## src/rtl/pc_sequencer.sv

```systemverilog
// rtl/pc_sequencer.sv - fetch/decode/execute sequencer driving the program counter
//
// Purpose:
//   Fetches the instruction at pc_out over a req/ready handshake and latches it.
//   NOP, JMP, JZ and HALT are resolved here. Every other opcode goes to the datapath
//   over an exec_start/exec_done handshake. The sequencer drives the program
//   counter's load/enable/data inputs.
//
// Optional feature (macro PC_SEQ_WATCHDOG_EN):
//   When defined, a watchdog counts cycles spent in FETCH and EXEC. If TIMEOUT
//   cycles pass without mem_ready/exec_done, err is set (sticky until reset) and the
//   sequencer moves to HALTED. When undefined, waits are unbounded and err is 0.
//
// Ports:
//   clk         in   1   rising-edge clock
//   reset       in   1   asynchronous active-low reset
//   start       in   1   leave IDLE / resume from HALTED
//   pc_out      in   W   current PC from program_counter
//   pc_data     out  W   branch target (valid while pc_load is high, else 0)
//   pc_load     out  1   load pc_data into PC
//   pc_enable   out  1   increment PC
//   mem_req     out  1   instruction fetch request
//   mem_addr    out  W   fetch address (pc_out while mem_req is high, else 0)
//   mem_ready   in   1   fetch data valid
//   mem_rdata   in   IW  fetched instruction
//   zero_flag   in   1   datapath zero flag, used by JZ in DECODE
//   instr       out  IW  latched instruction
//   exec_start  out  1   one-cycle pulse starting the datapath
//   exec_done   in   1   datapath completion
//   busy        out  1   high outside IDLE and HALTED
//   halted      out  1   high in HALTED
//   err         out  1   watchdog timeout, sticky

module pc_sequencer #(
  parameter int W       = 4,
  parameter int IW      = 8,
  parameter int TIMEOUT = 15
) (
  input  logic          clk,
  input  logic          reset,
  input  logic          start,
  input  logic [W-1:0]  pc_out,
  output logic [W-1:0]  pc_data,
  output logic          pc_load,
  output logic          pc_enable,
  output logic          mem_req,
  output logic [W-1:0]  mem_addr,
  input  logic          mem_ready,
  input  logic [IW-1:0] mem_rdata,
  input  logic          zero_flag,
  output logic [IW-1:0] instr,
  output logic          exec_start,
  input  logic          exec_done,
  output logic          busy,
  output logic          halted,
  output logic          err
);

  localparam logic [2:0] S_IDLE    = 3'd0;
  localparam logic [2:0] S_FETCH   = 3'd1;
  localparam logic [2:0] S_DECODE  = 3'd2;
  localparam logic [2:0] S_EXEC    = 3'd3;
  localparam logic [2:0] S_BRANCH  = 3'd4;
  localparam logic [2:0] S_ADVANCE = 3'd5;
  localparam logic [2:0] S_HALTED  = 3'd6;

  localparam logic [3:0] OP_NOP  = 4'h0;
  localparam logic [3:0] OP_JMP  = 4'h1;
  localparam logic [3:0] OP_JZ   = 4'h2;
  localparam logic [3:0] OP_HALT = 4'hF;

  logic [2:0] state;
  logic [2:0] next_state;
  logic [3:0] opcode;
  logic       exec_first;
  logic       wd_expire;

  assign opcode = instr[IW-1:IW-4];

  always_comb begin
    next_state = state;
    case (state)
      S_IDLE: begin
        if (start) next_state = S_FETCH;
      end
      S_FETCH: begin
        // A fetch completing in the same cycle the watchdog expires still wins.
        if (mem_ready)      next_state = S_DECODE;
        else if (wd_expire) next_state = S_HALTED;
      end
      S_DECODE: begin
        case (opcode)
          OP_NOP:  next_state = S_ADVANCE;
          OP_JMP:  next_state = S_BRANCH;
          OP_JZ:   next_state = zero_flag ? S_BRANCH : S_ADVANCE;
          OP_HALT: next_state = S_HALTED;
          default: next_state = S_EXEC;
        endcase
      end
      S_EXEC: begin
        if (exec_done)      next_state = S_ADVANCE;
        else if (wd_expire) next_state = S_HALTED;
      end
      S_BRANCH:  next_state = S_FETCH;
      S_ADVANCE: next_state = S_FETCH;
      S_HALTED: begin
        // Resuming steps past the HALT instruction itself.
        if (start) next_state = S_ADVANCE;
      end
      default:   next_state = S_IDLE;
    endcase
  end

  always_ff @(posedge clk or negedge reset) begin
    if (!reset) begin
      state      <= S_IDLE;
      instr      <= '0;
      exec_first <= 1'b0;
    end else begin
      state <= next_state;
      if (state == S_FETCH && mem_ready) instr <= mem_rdata;
      // Marks the first EXEC cycle so exec_start is a single pulse however long EXEC lasts.
      exec_first <= (next_state == S_EXEC) && (state != S_EXEC);
    end
  end

`ifdef PC_SEQ_WATCHDOG_EN
  // Counter holds the number of cycles already spent in the current FETCH/EXEC visit.
  localparam int CW = (TIMEOUT > 1) ? $clog2(TIMEOUT) : 1;

  logic [CW-1:0] wd_cnt;
  logic          wd_active;
  logic          err_q;

  assign wd_active = (state == S_FETCH) || (state == S_EXEC);
  assign wd_expire = wd_active && (wd_cnt == CW'(TIMEOUT - 1));

  always_ff @(posedge clk or negedge reset) begin
    if (!reset) begin
      wd_cnt <= '0;
      err_q  <= 1'b0;
    end else begin
      if (!wd_active || next_state != state) wd_cnt <= '0;
      else                                   wd_cnt <= wd_cnt + 1'b1;
      // FETCH/EXEC only reach HALTED through a watchdog expiry.
      if (wd_active && next_state == S_HALTED) err_q <= 1'b1;
    end
  end

  assign err = err_q;
`else
  assign wd_expire = 1'b0;
  assign err       = 1'b0;
`endif

  assign mem_req    = (state == S_FETCH);
  assign mem_addr   = mem_req ? pc_out : '0;
  assign pc_load    = (state == S_BRANCH);
  assign pc_data    = pc_load ? instr[W-1:0] : '0;
  assign pc_enable  = (state == S_ADVANCE);
  assign exec_start = (state == S_EXEC) && exec_first;
  assign busy       = (state != S_IDLE) && (state != S_HALTED);
  assign halted     = (state == S_HALTED);

endmodule

```

## config.mk

```make
export PLATFORM = sky130hd
export DESIGN_NAME = pc_sequencer
export DESIGN_NICKNAME = d
export VERILOG_FILES = /design/src/rtl/pc_sequencer.sv
export SDC_FILE = /design/constraint.sdc
export NUM_CORES = 1
export LEC_CHECK = 0
export ABC_CLOCK_PERIOD_IN_PS = 1600
export BUFFER_PORTS_ARGS = -buffer_cell sky130_fd_sc_hd__buf_2
export CAP_MARGIN = 25
export CORE_UTILIZATION = 41
export DETAILED_ROUTE_END_ITERATION = 16
export HOLD_SLACK_MARGIN = 0.06
export MAX_ROUTING_LAYER = met4
export PLACE_DENSITY = 0.77
export SLEW_MARGIN = 20
export SYNTH_ARGS = -nofsm -noshare
export SYNTH_HDL_FRONTEND = slang
export SYNTH_SLANG_ARGS = --single-unit
```

## constraint.sdc

```tcl
create_clock -name clk -period 1.6 [get_ports clk]
set_clock_uncertainty 0.1 [all_clocks]
set_input_delay 0.08 -clock clk [delete_from_list [all_inputs] [get_ports clk]]
set_output_delay 0.08 -clock clk [all_outputs]
set_load 0.05 [all_outputs]
```

==> results.txt <==
Vias in the first global route -> 622
Post-DP HPWL -> 1080 µm
FMAX -> 631 MHz
# clock sinks -> 12
Final Core Density -> 74.5%
H-tree depth -> 1
Layout area overhead -> 68.8%
Register area share after synthesis -> 44.6%
Die W -> 42.5 µm
Synthesized cell area -> 673 µm²
Fin Setup TNS -> 0 ns
Worst endpoint data arrival time -> 1.40 ns
Met1 Usage GRT -> 21.4%
Final critical-path required period -> 1.58 ns
P per Cell Area -> 2240 mW/mm²
Startpoint Class -> flop
Clock Latency Late Sink -> 0.28 ns
First-pass GRT wire length -> 2560 µm
Worst-path maximum fanout -> 6
Worst VDD drop -> 0.00136 V
Layer with the highest usage -> met2
Largest family of logic cells by synthesized area -> simple AND/OR/NAND/NOR gates
Crit end category -> output port
Clk pin slew, worst setup/hold paths -> 0.08 ns
Most frequent cells in the layout -> buf_2 (30), dlygate4sd3_1 (10), buf_4 (9)
Max clock buf depth -> 2
Io pins -> 41
Nets -> 137
Largest net degree at the start of global routing -> 13
Syn avg cell area -> 10.5 µm²
Final Hold Violating Endpoints -> 0
Fillers -> 104
Layout cells sized above 1 -> 63.6%
GR Util met3 -> 6.03%
Grt met2 use -> 32.0%
Die Span Y -> 42.5 µm
Synth Area in Compound Gates -> 8.18%
RSZ-0062 raised after global routing -> true
Syn Nets -> 82
Crit Path Category -> flop to output port
Outcome -> finished, final reports clean
Initial antenna violation count -> 0
FP Rows -> 14
Tcrit/Tclk final -> 99.0%
Via count -> 687
Simple-gate share of the synthesized area -> 27.5%
Die ar. -> 0.00181 mm²
# diodes -> 0
Port bufs -> 39
Slowest-stage cell, CP -> dfrtp_2
Core ar. -> 0.00152 mm²
Max-slew violation count -> 0
MaxCap Viol Count -> 0
Final Instance Count excl. Fillers -> 134
Placed cell count -> 117
Synth warn -> 0
Commonest non-fill, non-tap cell in the layout -> buf_2
Wire length per cell -> 11.6 µm
Synth Area in XOR/XNOR -> 0%
Synth area leader -> dfrtp_1
Synth unique cells -> 25
Cells along the critical path -> or2_2, a21o_1, buf_6
Seq cells post-synth -> 12
Synth top area cells -> dfrtp_1 (45%), mux2_2 (13%), and2_1 (7.4%)
Worst path bufs/invs -> 1
CTS tree -> built
Mapped Cells -> 64
Final setup fails -> 0
Aggregate global routing overflow -> 0
Total GRT Usage -> 19.6%
Final ANT Viol Nets -> 0
Worst path max stage delay -> 0.47 ns
Hold/Removal Path Class -> input port to async pin
Initial DRC count -> 3
Adder-Cell Fraction of Synth Area -> 0%
Num CTS Buffers -> 3
Via-to-Cell Ratio -> 5.13
Critical Path RT -> 1.42 ns
Area share of the largest cell type after synthesis -> 44.6%
Root Driver -> clkbuf_4
Router iterations before antenna repair -> 4
GPL Wtd Cong -> 0.859
Initial Util -> 44.2%
Cell family with most CP delay -> flip-flops
Post-Route WL -> 1550 µm
Residual DRC -> 0
Leak pwr -> 0.559 nW
Multiplexer share of the synthesized area -> 13.4%
-- state kept, by name, indices dropped and copies added (netlist names) --
signal	count
instr	8
state	3
exec_first	1
-- cells by family after synthesis --
kind of cell	Yosys count
and+or+nand+nor	27
other	1
muxes	8
buffers and inverters	8
AOI/OAI and AO/OA	8
DFF	12
-- what timing repair did --
item,in CTS,in global routing
hold endpoints to repair,21,0
pin swaps,1,3
resized for setup,12,11
hold buffers,10,0
setup buffers,3,0
endpoints found under the setup margin,11,7
-- synthesized netlist by cell type (all sizes together) --
cell type / count
dfrtp: 12
and2: 8
mux2: 8
buf: 5
nor3b: 5
inv: 3
o21ai: 3
and3: 2
nand2: 2
nor2: 2
or4b: 2
a211o: 1
a211oi: 1
a21o: 1
a31oi: 1
and4b: 1
conb: 1
nand3: 1
nand4: 1
nand4bb: 1
nor2b: 1
o2111ai: 1
or2: 1
-- final cells by class --
| type | count | area, µm² | share of cell area, % |
|---|---|---|---|
| timing repair buffer | 55 | 389 | 34.3 |
| multi-input combinational | 44 | 372 | 32.7 |
| sequential | 12 | 308 | 27.1 |
| clock buffer | 4 | 36.3 | 3.19 |
| inverter | 3 | 11.3 | 0.991 |
| tap | 16 | 20.0 | 1.76 |
-- report_power, final --
part,internal (mW),switching (mW)
Combinational,0.603,1.05
Sequential,0.465,0.174
Clock,0.139,0.106
Total,1.21,1.33
-- path summary, 6_finish.rpt --
kind	from	to	slack [ns]	depth (start not counted)
max	state[1]	busy	0.02	3
min	reset	instr[0]	0.10	2
max reg2reg	state[1]	instr[5]	0.08	4
min reg2reg	instr[3]	instr[3]	0.42	1
max in group asynchronous	reset	state[1]	1.07	2
min in group clk	exec_done	state[2]	0.12	4
-- routing by layer --
metal | up-vias | part of all wire [%]
met4 | 0 | 1.4
met1 | 319 | 40
met2 | 31 | 52
met5 | - | 0
met3 | 4 | 7.4
li1 | 333 | -
-- stage by stage --
step	setup WS (ns)	area, µm²	total power, mW	hold WS [ns]
6_report	0.0158	1140	2.54	0.104
5_1_grt	-0.0257	1140	2.66	0.139
4_1_cts	0.00157	1100	2.52	0.108
3_5_place_dp	0.123	921	2.17	-0.130
3_3_place_gp	0.162	921	2.14	-0.133
2_1_floorplan	-0.159	719	1.87	-0.316
Power figures use the tool's default switching activity.
